**config.mk**
```make
export PLATFORM = sky130hd
export DESIGN_NAME = addrmode_seq
export DESIGN_NICKNAME = d
export VERILOG_FILES = /design/src/rtl/addrmode_seq.sv
export SDC_FILE = /design/constraint.sdc
export NUM_CORES = 1
export LEC_CHECK = 0
export BUFFER_PORTS_ARGS = -buffer_cell sky130_fd_sc_hd__buf_2
export CAP_MARGIN = 30
export CORE_MARGIN = 2
export CORE_UTILIZATION = 25
export CTS_CLUSTER_SIZE = 28
export DETAILED_ROUTE_END_ITERATION = 10
export PLACE_DENSITY_LB_ADDON = 0.12
export SYNTH_ARGS = -nofsm -noshare
export SYNTH_HDL_FRONTEND = slang
export SYNTH_SLANG_ARGS = --single-unit
```
**constraint.sdc**
```tcl
create_clock -name clk -period 6.24 [get_ports clk]
set_input_delay 0 -clock clk [delete_from_list [all_inputs] [get_ports clk]]
set_output_delay 0 -clock clk [all_outputs]
set_load 0.02 [all_outputs]
```
**src/rtl/addrmode_seq.sv**
```systemverilog
// addrmode_seq: resolves one 6502-style operand addressing mode into an
// effective address by issuing 0..4 single-byte memory reads.
// Optional feature macro: ADDRSEQ_JMPIND_BUG_EN. When it is defined, the
// indirect-absolute (INDY) target high byte is fetched without carry into the
// pointer high byte (NMOS page-wrap quirk).
//
// Handshake: start is sampled only on an edge where busy=0. The request is
// accepted on that edge and busy rises for the following cycle. start seen
// while busy=1 is dropped, not queued. ea_valid pulses for one cycle, with ea,
// pc_adv and err valid alongside it. busy stays high through that cycle and
// falls afterwards. Memory reads: rd/addr are held for one cycle, and data_in
// carries that byte in the next cycle.
module addrmode_seq #(
  parameter logic [7:0] ZP_BASE = 8'h00
) (
  input  logic        clk,
  input  logic        rst,
  input  logic        start,
  input  logic [3:0]  addmod,
  input  logic [15:0] pc,
  input  logic [7:0]  x,
  input  logic [7:0]  y,
  input  logic [7:0]  data_in,
  output logic [15:0] addr,
  output logic        rd,
  output logic [15:0] ea,
  output logic        ea_valid,
  output logic [1:0]  pc_adv,
  output logic        busy,
  output logic        err,
  output logic [2:0]  dbg_state
);

  localparam logic [3:0] M_IXID = 4'd1;
  localparam logic [3:0] M_ZP   = 4'd2;
  localparam logic [3:0] M_IMM  = 4'd3;
  localparam logic [3:0] M_ABS  = 4'd4;
  localparam logic [3:0] M_INDY = 4'd5;
  localparam logic [3:0] M_IDIX = 4'd6;
  localparam logic [3:0] M_ZPX  = 4'd7;
  localparam logic [3:0] M_ZPY  = 4'd8;
  localparam logic [3:0] M_ABSX = 4'd9;
  localparam logic [3:0] M_ABSY = 4'd10;
  localparam logic [3:0] M_ACC  = 4'd11;
  localparam logic [3:0] M_REL  = 4'd12;
  localparam logic [3:0] M_IMP  = 4'd13;

  // Read states name the byte whose read is being driven in that cycle.
  // DONE is the cycle in which the last byte sits on data_in. The result is
  // registered on the DONE->IDLE edge.
  typedef enum logic [2:0] {IDLE, OPLO, OPHI, PTRLO, PTRHI, DONE} state_t;

  state_t      state_q;
  state_t      pend_q;     // which read's byte is on data_in this cycle
  logic [3:0]  mode_q;
  logic [15:0] pc_q;
  logic [7:0]  x_q, y_q;
  logic [7:0]  op_lo_q, op_hi_q, tlo_q;
  logic [15:0] ea_q;
  logic        ea_valid_q;
  logic [1:0]  pc_adv_q;
  logic        busy_q;
  logic        err_q;

  function automatic state_t first_state(input logic [3:0] m);
    case (m)
      M_IXID, M_ZP, M_ABS, M_INDY, M_IDIX,
      M_ZPX, M_ZPY, M_ABSX, M_ABSY, M_REL: first_state = OPLO;
      default:                             first_state = DONE;
    endcase
  endfunction

  function automatic state_t after_read(input state_t s, input logic [3:0] m);
    after_read = DONE;
    case (s)
      OPLO: begin
        if (m == M_ABS || m == M_ABSX || m == M_ABSY || m == M_INDY)
          after_read = OPHI;
        else if (m == M_IXID || m == M_IDIX)
          after_read = PTRLO;
      end
      OPHI:    if (m == M_INDY) after_read = PTRLO;
      PTRLO:   after_read = PTRHI;
      default: after_read = DONE;
    endcase
  endfunction

  // A pointer byte may still be on data_in when the dependent read must be
  // driven. Take the live byte in that cycle, and the captured copy afterwards.
  logic [7:0]  b_live, hi_live, zp_ptr, zp_ptr_inc;
  logic [15:0] ind_ptr, ind_ptr_hi, pc_inc;

  assign b_live     = (pend_q == OPLO) ? data_in : op_lo_q;
  assign hi_live    = (pend_q == OPHI) ? data_in : op_hi_q;
  assign zp_ptr     = (mode_q == M_IXID) ? (b_live + x_q) : b_live;
  assign zp_ptr_inc = zp_ptr + 8'd1;
  assign ind_ptr    = {hi_live, b_live};
  assign pc_inc     = pc_q + 16'd1;

  logic [7:0] ind_lo_inc;
  assign ind_lo_inc = b_live + 8'd1;
`ifdef ADDRSEQ_JMPIND_BUG_EN
  assign ind_ptr_hi = {hi_live, ind_lo_inc};
`else
  assign ind_ptr_hi = ind_ptr + 16'd1;
`endif

  // Read strobe and address follow the current read state.
  always_comb begin
    addr = 16'h0000;
    rd   = 1'b0;
    case (state_q)
      OPLO: begin
        rd   = 1'b1;
        addr = pc_q;
      end
      OPHI: begin
        rd   = 1'b1;
        addr = pc_inc;
      end
      PTRLO: begin
        rd   = 1'b1;
        addr = (mode_q == M_INDY) ? ind_ptr : {ZP_BASE, zp_ptr};
      end
      PTRHI: begin
        rd   = 1'b1;
        addr = (mode_q == M_INDY) ? ind_ptr_hi : {ZP_BASE, zp_ptr_inc};
      end
      default: begin
        rd   = 1'b0;
        addr = 16'h0000;
      end
    endcase
  end

  // In DONE the last byte is on data_in. Form the result from it and from the
  // bytes captured earlier.
  logic [7:0]  zp_x, zp_y;
  logic [15:0] word_op, word_tgt, rel_tgt;
  logic [15:0] ea_d;
  logic [1:0]  pc_adv_d;
  logic        err_d;

  assign zp_x     = data_in + x_q;
  assign zp_y     = data_in + y_q;
  assign word_op  = {data_in, op_lo_q};
  assign word_tgt = {data_in, tlo_q};
  assign rel_tgt  = pc_inc + {{8{data_in[7]}}, data_in};

  // Result of the operand resolution by mode.
  always_comb begin
    ea_d     = 16'h0000;
    pc_adv_d = 2'd0;
    err_d    = 1'b0;
    case (mode_q)
      M_IMM:  begin ea_d = pc_q;                      pc_adv_d = 2'd1; end
      M_ZP:   begin ea_d = {ZP_BASE, data_in};        pc_adv_d = 2'd1; end
      M_ZPX:  begin ea_d = {ZP_BASE, zp_x};           pc_adv_d = 2'd1; end
      M_ZPY:  begin ea_d = {ZP_BASE, zp_y};           pc_adv_d = 2'd1; end
      M_REL:  begin ea_d = rel_tgt;                   pc_adv_d = 2'd1; end
      M_ABS:  begin ea_d = word_op;                   pc_adv_d = 2'd2; end
      M_ABSX: begin ea_d = word_op + {8'h00, x_q};    pc_adv_d = 2'd2; end
      M_ABSY: begin ea_d = word_op + {8'h00, y_q};    pc_adv_d = 2'd2; end
      M_IXID: begin ea_d = word_tgt;                  pc_adv_d = 2'd1; end
      M_IDIX: begin ea_d = word_tgt + {8'h00, y_q};   pc_adv_d = 2'd1; end
      M_INDY: begin ea_d = word_tgt;                  pc_adv_d = 2'd2; end
      M_ACC, M_IMP: begin ea_d = 16'h0000;            pc_adv_d = 2'd0; end
      default: err_d = 1'b1;
    endcase
  end

  // Sequencer: accepts a request, steps through the reads, captures returning
  // bytes, and registers the one-cycle result.
  always_ff @(posedge clk or posedge rst) begin
    if (rst) begin
      state_q    <= IDLE;
      pend_q     <= IDLE;
      mode_q     <= 4'd0;
      pc_q       <= 16'h0000;
      x_q        <= 8'h00;
      y_q        <= 8'h00;
      op_lo_q    <= 8'h00;
      op_hi_q    <= 8'h00;
      tlo_q      <= 8'h00;
      ea_q       <= 16'h0000;
      ea_valid_q <= 1'b0;
      pc_adv_q   <= 2'd0;
      busy_q     <= 1'b0;
      err_q      <= 1'b0;
    end else begin
      pend_q <= rd ? state_q : IDLE;
      case (pend_q)
        OPLO:    op_lo_q <= data_in;
        OPHI:    op_hi_q <= data_in;
        PTRLO:   tlo_q   <= data_in;
        default: ;
      endcase
      case (state_q)
        IDLE: begin
          ea_valid_q <= 1'b0;
          ea_q       <= 16'h0000;
          pc_adv_q   <= 2'd0;
          err_q      <= 1'b0;
          if (busy_q) begin
            busy_q <= 1'b0;
          end else if (start) begin
            mode_q  <= addmod;
            pc_q    <= pc;
            x_q     <= x;
            y_q     <= y;
            busy_q  <= 1'b1;
            state_q <= first_state(addmod);
          end
        end
        OPLO, OPHI, PTRLO, PTRHI: state_q <= after_read(state_q, mode_q);
        DONE: begin
          state_q    <= IDLE;
          ea_valid_q <= 1'b1;
          ea_q       <= ea_d;
          pc_adv_q   <= pc_adv_d;
          err_q      <= err_d;
        end
        default: state_q <= IDLE;
      endcase
    end
  end

  assign ea        = ea_q;
  assign ea_valid  = ea_valid_q;
  assign pc_adv    = pc_adv_q;
  assign busy      = busy_q;
  assign err       = err_q;
  assign dbg_state = state_q;

endmodule
```
# Yosys cells after proc, flatten, opt, wreduce, memory -nomap -nowiden
# Memories as Yosys holds them, arrays and structs flattened.
# Index checks and enable logic that the tools add are counted.
dict set report totals {
  word_cells 86
  memories 1
  rom_bits 16
  inputBits 47
  output_inout_bits 41
  regBits 87
}
dict set report classes {
  n_bitwise 1
  n_mux 24
  eq_ne 23
  reduce_logical 13
  n_addsub 10
}
# name words width rd rd_clocked_by_memory_dff wr line
set mem_list {}
lappend mem_list {{(name not given)} 16 1 1 0 0 66} ;# case (m)
# op count
set ops {}
lappend ops {{one-hot mux 16 bit (10 select lines)} 1}
lappend ops {{one-hot mux 16 bit (4 select lines)} 1}
lappend ops {{adder 16 x 8 -> 16 bit} 3}
lappend ops {{adder 16 x 1 -> 16 bit (second input constant)} 2}
lappend ops {{2-to-1 mux 16 bit} 2}
lappend ops {{one-hot mux 16 bit (2 select lines)} 1}
lappend ops {{adder 8 bit} 3}
lappend ops {{equality test 4 bit (second input constant)} 6}
lappend ops {{2-to-1 mux 8 bit} 3}
lappend ops {{2-to-1 mux 3 bit} 6}
lappend ops {{adder 16 bit} 1}
lappend ops {{equality test 4 x 3 -> 1 bit (second input constant)} 4}
lappend ops {{OR reduction 13 bit} 1}
lappend ops {{equality test 3 x 2 -> 1 bit (second input constant)} 4}
lappend ops {{one-hot mux 3 bit (3 select lines)} 1}
lappend ops {{adder 8 x 1 -> 8 bit (second input constant)} 1}
lappend ops {{equality test 4 x 2 -> 1 bit (second input constant)} 2}
lappend ops {{one-hot mux 2 bit (2 select lines)} 2}
lappend ops {{OR reduction 4 bit} 2}
lappend ops {{OR reduction 7 bit} 1}
lappend ops {{equality test 3 x 1 -> 1 bit (second input constant)} 2}
lappend ops {{equality test 3 bit (second input constant)} 2}
lappend ops {{one-hot mux 3 bit (2 select lines)} 1}
lappend ops {{equality test 4 x 1 -> 1 bit (second input constant)} 1}
lappend ops {{10 further kinds} 18}

# Longest topological paths before layout
# Gate-level depths: netlist (run 1).
dict set report depth {
  ltp_word 7
  mapped_depth 15
  mapped_depth_nobuf 15
}

# Worst setup path before layout (run 1)
# No wires, ideal clock.
dict set report synth_path {
  kind {register -> register}
  start {register mode_q[2]}
  end {register ea_q[9] (netlist: ea[9])}
  n_path_buf 1
  setup_ns 0.138
  stages_incl_launch_ff 14
  path_slack_ns 2.665
  arrival_ns 3.437
  period_less_slack_ns 3.575
  cell_sequence {dfrtp_1 > clkbuf_1 > nand2_1 > nor2_1 > mux2_2 > ha_1 > a211oi_1 > o21bai_1 > a2111oi_1 > o31ai_1 > nand2_1 > xnor2_1 > a221oi_1 > o221ai_1}
}
dict set report synth_between {
  elab_chain_len 4
  elab_cells_between_ends 14
  cone_classes {eq/ne: 11; mux: 2; reduce/logical: 1}
}
# item line
set synth_rtl {}
lappend synth_rtl {{start: declaration} 55} ;# logic [3:0] mode_q;
lappend synth_rtl {{start signal: assignment} 207} ;# mode_q <= addmod;
lappend synth_rtl {{equality test 4 x 1 -> 1 bit or equality test 4 x 3 -> 1 bit (tied branches)} 155} ;# case (mode_q)
lappend synth_rtl {{OR reduction 2 bit (no line)} -}
lappend synth_rtl {{one-hot mux 16 bit (10 select lines) *} 155}
lappend synth_rtl {{one-hot mux 16 bit (2 select lines) *} 198} ;# case (state_q)
lappend synth_rtl {{end signal: assignment} 185} ;# ea_q <= 16'h0000;
lappend synth_rtl {{end signal: assignment} 201} ;# ea_q <= 16'h0000;
lappend synth_rtl {{end signal: assignment} 219} ;# ea_q <= ea_d;
lappend synth_rtl {{end: declaration} 59} ;# logic [15:0] ea_q;
# Mark *: on every way between the ends. The rest lies on a longest branch, timed or not.
# A chain may end at the register's enable or synchronous reset.

# Worst setup path after layout (run 1)
dict set report layout_path {
  start {register mode_q[3]}
  end {register ea_q[9] (netlist: ea[9])}
}
# The elaborated chain is that of the path after synthesis.

==> metrics.cfg, run 1 <==
[synthesis]
synthCells = 890
synth_cell_types = 71
async_flop_share_pct = 100
ys_warn_count = 0
syn-cell-area_sq_um = 7700
ys_ff_latch = 87
yosys-top-cells-area = dfrtp_1, mux2_2, ha_1, o21ai_0, xnor2_1
yosys.area.top_type = dfrtp_1
synth_edf_count = 0
ys_seq_area_share_pct = 28.3
synth-main-ff-cell = dfrtp_1
synth.top_cell.area_share_pct = 28.3
synth.most_common_cell = dfrtp_1
avgSynthCellArea_sq_um = 8.66
synth_commonest_cells = dfrtp_1, o21ai_0, nand2_1, nor2_1, mux2_2
syn-num-nets = 993

[floorplan]
chipWidth_um = 180
core_area_sq_um = 30400
start_util_pct = 25.3
ios = 88
die-area_sq_um = 32200
dieHeight_um = 180
fp-row-count = 64

[global_routing]
grt_pass1_vias = 7183
track_usage_pct = 18.5
overflow = 0
grt_max_degree = 49
antenna_found_initial = 0
grt_pass1_wl_um = 45800

[timing]
setup_viol = 0
relSlewSlack_pct = 28.3
finalCritPeriodShare_pct = 76.3
finalSetupTns_ns = 0
clock.fmax_mhz = 210
setup_slack_ns = 1.48
tightest_slew_ns = 1.07
whs_ns = 0.0447
fin_skew_ns = 0.00979
fin_crit_ns = 4.76
rsz0062_at_grt = false
hold_viol = 0
slew_violations = 0

[route]
drcViolationCount = 0
routed_wl_um = 29900
postRouteAntennaNets = 0
drt_first_pass_iters = 5
route.vias.total = 7319
vias_per_cell = 5.26
drt_iter0_markers = 522
route.detailed.wl_per_inst_um = 21.5

[placement]
portBuffers = 87
gp_congestion = 0.854
dpl.hpwl_um = 23000
pre_cts_slack_ns = 1.60
place_area_sq_um = 8520

[cts]
cts_resized = 0
root_buffer = clkbuf_16
cts.sink_count = 87
cts_setup_buffers = 0
cts_tree = yes
cts_buffers = 9
clkLatencyLatePin_ns = 0.35
cts.path.max_buffers = 2
ctsHtreeMaxLevel = 3
path_clk_slew_ns = 0.07

[pwr]
power.density_nw_per_um2 = 627
comb_power_share_pct = 67.1
power_frac_seq_pct = 23.2
clockPowerShare_pct = 9.8
swShare_pct = 52.9
leakage_nw = 3.89
ir_worst_vdd_mv = 0.278
p_switching_mw = 3.04
intPower_mw = 2.71

[worst_setup_path]
critPathLaunchType = register
slowest_stage = o31ai_1
cpPeakStageDelay_ns = 0.84
worst-path-max-fanout = 25
crit_chain = inv_1 -> nand2_1 -> nor2_1 -> mux2_2 -> ha_1 -> o21ai_0 -> o21bai_1 -> a2111oi_1 -> o31ai_1 -> nand2_1 -> xnor2_1 -> a221oi_1 -> o221ai_1
worstSetupPathType = reg2reg
worst_setup_path_end_kind = register
r2r-start = mode_q[3]$_DFFE_PP0P_
crit_top_cell = nand2_1
worstSetupStartpoint = mode_q[3]$_DFFE_PP0P_
required_ns = 6.45
cp_data_arrival_time_ns = 4.97

[hold_path]
holdCritPathClass = in2reg
hp-start = start

[final_layout]
final_cell_area_sq_um = 9180
final_nets = 1094
area_growth_pct = 19.2
drive_gt1_share_pct = 18.8
diodes = 0

[outcome]
run_status = complete, no violations

[run]
cap_viol_max_count = 0

what timing repair did:
item,CTS,global route
endpoints found under the setup margin,0,0
hold buffers,37,0
hold endpoints to repair,75,0
worst max-delay path, delay by kind of cell, from the launching register on:
| family | cells | cell delay (ns) |
|---|---|---|
| adder cells (fa/ha/maj) | 1 | 0.34 |
| AND/OR/NAND/NOR | 3 | 0.98 |
| buffers and inverters | 1 | 0.27 |
| multiplexers | 1 | 0.42 |
| flip-flops | 1 | 0.67 |
| AO/OA/AOI/OAI | 6 | 1.75 |
| XOR/XNOR | 1 | 0.16 |
logic make-up (layout without fill, tap and decap cells):
group,Yosys count,after routing,share of synthesized area (%)
AO/OA/AOI/OAI,257,257,22.4
XOR/XNOR,62,62,7.05
adder cells (fa/ha/maj),56,56,9.58
buffers and inverters,76,182,3.87
flip-flops,87,87,28.3
multiplexers,79,79,11.4
AND/OR/NAND/NOR,273,273,17.5
power by group through the flow:
stage | combinational (mW) | sequential [mW] | clock, mW
6_report | 3.86 | 1.33 | 0.562
5_1_grt | 4.26 | 1.37 | 0.604
4_1_cts | 3.87 | 1.33 | 0.582
3_5_place_dp | 3.83 | 1.34 | 0
3_3_place_gp | 3.84 | 1.34 | 0
2_1_floorplan | 2.85 | 1.09 | 0
stage by stage:
stage          std cells  total power, mW  util (%)
3_3_place_gp        1338             5.18      28.0
3_5_place_dp        1339             5.17      28.0
6_report            1392             5.75      30.2
4_1_cts             1392             5.78      30.2
5_1_grt             1392             6.24      30.2
2_1_floorplan        890             3.94         -
sequential cells by signal, indices dropped and copies added (netlist names):
signal / count
tlo_q: 8
pend_q: 3
busy: 1
ea: 16
y_q: 8
op_hi_q: 8
x_q: 8
dbg_state: 3
ea_valid: 1
pc_q: 16
pc_adv: 2
err: 1
mode_q: 4
op_lo_q: 8
per-layer routing:
layer,vias up,global-route usage (%),routed length [um]
met5,-,0,0
met1,3583,26.5,14700
met2,196,28.7,13300
li1,3507,-,-
met4,0,5.33,657
met3,33,2.90,1290
cell usage in the layout, fill, tap and decap left out, types with 6 or more instances in the layout:
master	Yosys	routed
a21oi_1	37	37
nor3_1	23	23
inv_1	35	34
o21a_1	6	6
xnor2_1	34	34
nor2b_1	19	19
o21ai_0	77	77
a22oi_1	11	11
nand3_1	26	26
mux2i_1	15	15
mux2_2	62	62
and3_1	10	10
dfrtp_1	87	87
buf_2	4	87
nand2_1	73	73
o22ai_1	10	10
buf_4	0	7
a211oi_1	17	17
nor2_1	69	69
a221oi_1	10	10
o211ai_1	7	7
o221ai_1	9	9
ha_1	51	51
dlygate4sd3_1	0	37
clkbuf_16	0	9
nand2b_1	10	10
a21o_1	14	14
a31oi_1	7	7
nand4_1	9	9
xor2_1	28	28
layout make-up:
type	instances	area, sq um
Tap cell	396	495
Clock inverter	6	58.8
Inverter	35	134
Sequential cell	87	2180
Fill cell	3323	21200
Timing Repair Buffer	131	858
Clock buffer	10	229
Multi-Input combinational cell	727	5230
path summary, 6_finish.rpt:
check                                           end  slack (ns)  cells after the start
max                               ea[9]$_DFFE_PP0P_        1.48                     13
min                        dbg_state[0]$_DFFE_PP0P_        0.04                      4
max reg2reg                       ea[9]$_DFFE_PP0P_        1.48                     13
min reg2reg                       ea[1]$_DFFE_PP0P_        0.47                      2
max in group asynchronous         ea[5]$_DFFE_PP0P_        4.92                      4
min in group asynchronous        x_q[5]$_DFFE_PP0P_        0.25                      3
Note: power is estimated with default switching activity, not from simulation.
==> inputs of run 2 (changes only) <==
--- a/config.mk
+++ b/config.mk
@@ -5,6 +5,7 @@
 export SDC_FILE = /design/constraint.sdc
 export NUM_CORES = 1
 export LEC_CHECK = 0
+export ABC_AREA = 1
 export BUFFER_PORTS_ARGS = -buffer_cell sky130_fd_sc_hd__buf_2
 export CAP_MARGIN = 30
 export CORE_MARGIN = 2
==> constraint.sdc (replaced) <==
create_clock -name clk -period 4.6 [get_ports clk]
set_input_delay 0 -clock clk [delete_from_list [all_inputs] [get_ports clk]]
set_output_delay 0 -clock clk [all_outputs]
set_load 0.02 [all_outputs]
==> metrics.cfg, run 2 <==
[outcome]
run_status = complete, no violations

[synthesis]
synth-main-ff-cell = dfrtp_1
yosys-top-cells-area = dfrtp_1, nand2_1, inv_1, ha_1, nand3_1
avgSynthCellArea_sq_um = 6.46  ; -25%
synth_commonest_cells = nand2_1, inv_1, nand3_1, nor2_1, dfrtp_1
ys_ff_latch = 87  ; unchanged
synth_cell_types = 49  ; -31%
synthCells = 1277  ; +43%
syn-num-nets = 1380  ; +39%
synth.most_common_cell = nand2_1
syn-cell-area_sq_um = 8250  ; +7.1%
ys_seq_area_share_pct = 26.4  ; -1.9 points
async_flop_share_pct = 100  ; unchanged
synth.top_cell.area_share_pct = 26.4  ; -1.9 points
synth_edf_count = 0  ; unchanged
yosys.area.top_type = dfrtp_1
ys_warn_count = 0  ; unchanged

[hold_path]
holdCritPathClass = in2reg
hp-start = start
min_path_cells = 5  ; +1

[timing]
finalSetupTns_ns = 0  ; unchanged
tightest_slew_ns = 0.749  ; -0.318 ns
fin_skew_ns = 0.0177  ; +0.00789 ns
hold_viol = 0  ; unchanged
finalCritPeriodShare_pct = 81.3
clock.fmax_mhz = 267
fin_crit_ns = 3.74
rsz0062_at_grt = false
relSlewSlack_pct = 50.0  ; +22 points
slew_violations = 0  ; unchanged
setup_viol = 0  ; unchanged

[floorplan]
start_util_pct = 25.3  ; +0.033 points
chipWidth_um = 186  ; +3.4%
ios = 88  ; unchanged
core_area_sq_um = 32500  ; +6.9%
dieHeight_um = 186  ; +3.4%
fp-row-count = 66  ; +3.1%
die-area_sq_um = 34500  ; +6.9%

[cts]
clkLatencyLatePin_ns = 0.38  ; +0.03 ns
cts_setup_buffers = 0  ; unchanged
root_buffer = clkbuf_16
cts.sink_count = 87  ; unchanged
cts_buffers = 9  ; unchanged
cts.path.max_buffers = 2  ; unchanged
path_clk_slew_ns = 0.07  ; about the same
ctsHtreeMaxLevel = 3  ; unchanged
cts_resized = 0  ; unchanged
cts_tree = yes

[worst_setup_path]
cp.depth = 16  ; +3
worst_setup_path_end_kind = primary output
r2r-start = mode_q[1]$_DFFE_PP0P_
crit_family = simple AND/OR/NAND/NOR gates
cpPeakStageDelay_ns = 0.52  ; -0.32 ns
slowest_stage = o21ai_1
required_ns = 4.60  ; -1.85 ns
critPathLaunchType = register
r2r_cells = 20  ; +7
cp_data_arrival_time_ns = 3.74  ; -1.23 ns
crit_top_cell = nand2_1
worstSetupPathType = reg2out
worstSetupStartpoint = pend_q[2]$_DFF_PP0_
worst-path-max-fanout = 16  ; -36%
crit_buf_inv = 3  ; +2
crit_chain = inv_1 -> nand3_4 -> o21ai_1 -> ha_1 -> inv_1 -> fa_1 -> or2_0 -> nand2_2 -> ha_1 -> nand2_1 -> nor2_1 -> nand2_1 -> o21ai_0 -> nand3_1 -> nand2_1 -> buf_2

[route]
drt_iter0_markers = 826  ; +58%
routed_wl_um = 35400  ; +18%
postRouteAntennaNets = 0  ; unchanged
vias_per_cell = 4.85  ; -7.7%
route.vias.total = 8928  ; +22%
route.detailed.wl_per_inst_um = 19.2  ; -11%
drcViolationCount = 0  ; unchanged
drt_first_pass_iters = 8  ; +3

[final_layout]
diodes = 0  ; unchanged
ff_latch_area_sq_um = 2180  ; unchanged
fill_cells = 3708  ; +12%
stdcell_count = 1840  ; +32%
multi_input_area_sq_um = 5250  ; +0.36%
area_growth_pct = 19.1  ; about the same
drive_gt1_share_pct = 11.6  ; -7.2 points
final_nets = 1497  ; +37%
final_common_cell = nand2_1
final_core_util_pct = 30.2  ; about the same
final_cell_mix = nand2_1, inv_1, nand3_1

[placement]
placedCellCount = 1788  ; +34%
dpl.hpwl_um = 28100  ; +22%
portBuffers = 87  ; unchanged
gp_congestion = 0.874  ; +2.4%

[pwr]
power_frac_seq_pct = 18.6  ; -4.6 points
clockPowerShare_pct = 10.0  ; +0.2 points
power.density_nw_per_um2 = 835  ; +33%
leakage_nw = 5.15  ; +32%
ir_worst_vdd_mv = 0.370  ; +33%
comb_power_share_pct = 71.5  ; +4.4 points
p_switching_mw = 4.79  ; +57%
swShare_pct = 58.4  ; +5.5 points
intPower_mw = 3.41  ; +26%

[global_routing]
antenna_found_initial = 2  ; +2
grt_max_degree = 50  ; +2.0%
overflow = 0  ; unchanged
track_usage_pct = 21.2  ; +2.6 points
grt_pass1_wl_um = 53700  ; +17%
grt_pass1_vias = 8769  ; +22%

[run]
cap_viol_max_count = 0  ; unchanged

==> run 2: cell count changes in the layout (fill, tap and decap cells not counted), moves of 16 or more <==
cell / before / now
inv_1: 34 / 181
a211oi_1: 17 / 0
nand4_1: 9 / 30
a21oi_1: 37 / 64
nor2_1: 69 / 108
nand2_1: 73 / 374
mux2_2: 62 / 19
o21ai_0: 77 / 60
nand3_1: 26 / 117
nor3_1: 23 / 7
nor2b_1: 19 / 0
xnor2_1: 34 / 4
==> run 2: worst min-delay path, stage by stage <==
cell and delay (ns):
buf_2 0.09, inv_1 0.04, nor2_1 0.07, a21oi_1 0.16
a21oi_1 0.05
==> run 2: timing repair <==
action / in CTS / in global routing
hold buffers: 37 / 0
hold endpoints to repair: 74 / 0
endpoints found under the setup margin: 0 / 0
==> run 2: worst paths after layout <==
check                                      endpoint  slack (ns)
hold reg to reg                  ea[10]$_DFFE_PP0P_        0.48
max in group asynchronous         ea[6]$_DFFE_PP0P_        3.27
min in group asynchronous        x_q[7]$_DFFE_PP0P_        0.21
setup reg to reg                 ea[10]$_DFFE_PP0P_        1.08
setup / recovery                            addr[6]        0.86
hold / removal             dbg_state[0]$_DFFE_PP0P_        0.08
==> run 2: metrics by stage <==
stage	power (mW)	setup WS [ns]	cell area, sq um	hold WS, ns
floorplan	5.44	1.78	8250	0.145
global placement	7.37	1.19	9160	0.106
detailed placement	7.32	1.17	9160	0.103
CTS	8.20	0.866	9820	0.0740
global route	9.01	0.562	9820	0.117
finish	8.21	0.859	9820	0.0775
==> run 2: per-layer routing <==
layer | share of wire, % | vias to the layer above | GRT usage [%]
met3 | 4.3 | 36 | 2.84
met4 | 1.8 | 0 | 5.26
met5 | 0 | - | 0
met1 | 49 | 4229 | 30.0
li1 | - | 4448 | -
met2 | 45 | 215 | 33.8
==> run 2: power groups by stage <==
stage                     logic [mW]  clock network (mW)  registers [mW]
after floorplan                 3.99                   0            1.46
after global placement          5.83                   0            1.54
after detailed placement        5.78                   0            1.54
after CTS                       5.84               0.833            1.52
after global routing            6.58               0.860            1.58
final                           5.87               0.817            1.52
==> run 2: area by class of cell <==
cell class / count / area share, %
multi-input cells: 977 / 53.4
flip-flops and latches: 87 / 22.2
clock buffers: 9 / 2.29
well taps: 442 / 5.63
repair buffers: 127 / 8.43
clock inverters: 6 / 0.701
inverters: 192 / 7.36
==> run 2: cells by family after synthesis <==
logic type / after synthesis / synth area share (%)
buffers and inverters: 213 / 10.0
muxes: 19 / 2.59
adders and majority gates: 56 / 8.95
xor gates and xnor gates: 20 / 2.12
and+or+nand+nor: 676 / 35.2
AOI/OAI and AO/OA: 206 / 14.8
DFF: 87 / 26.4
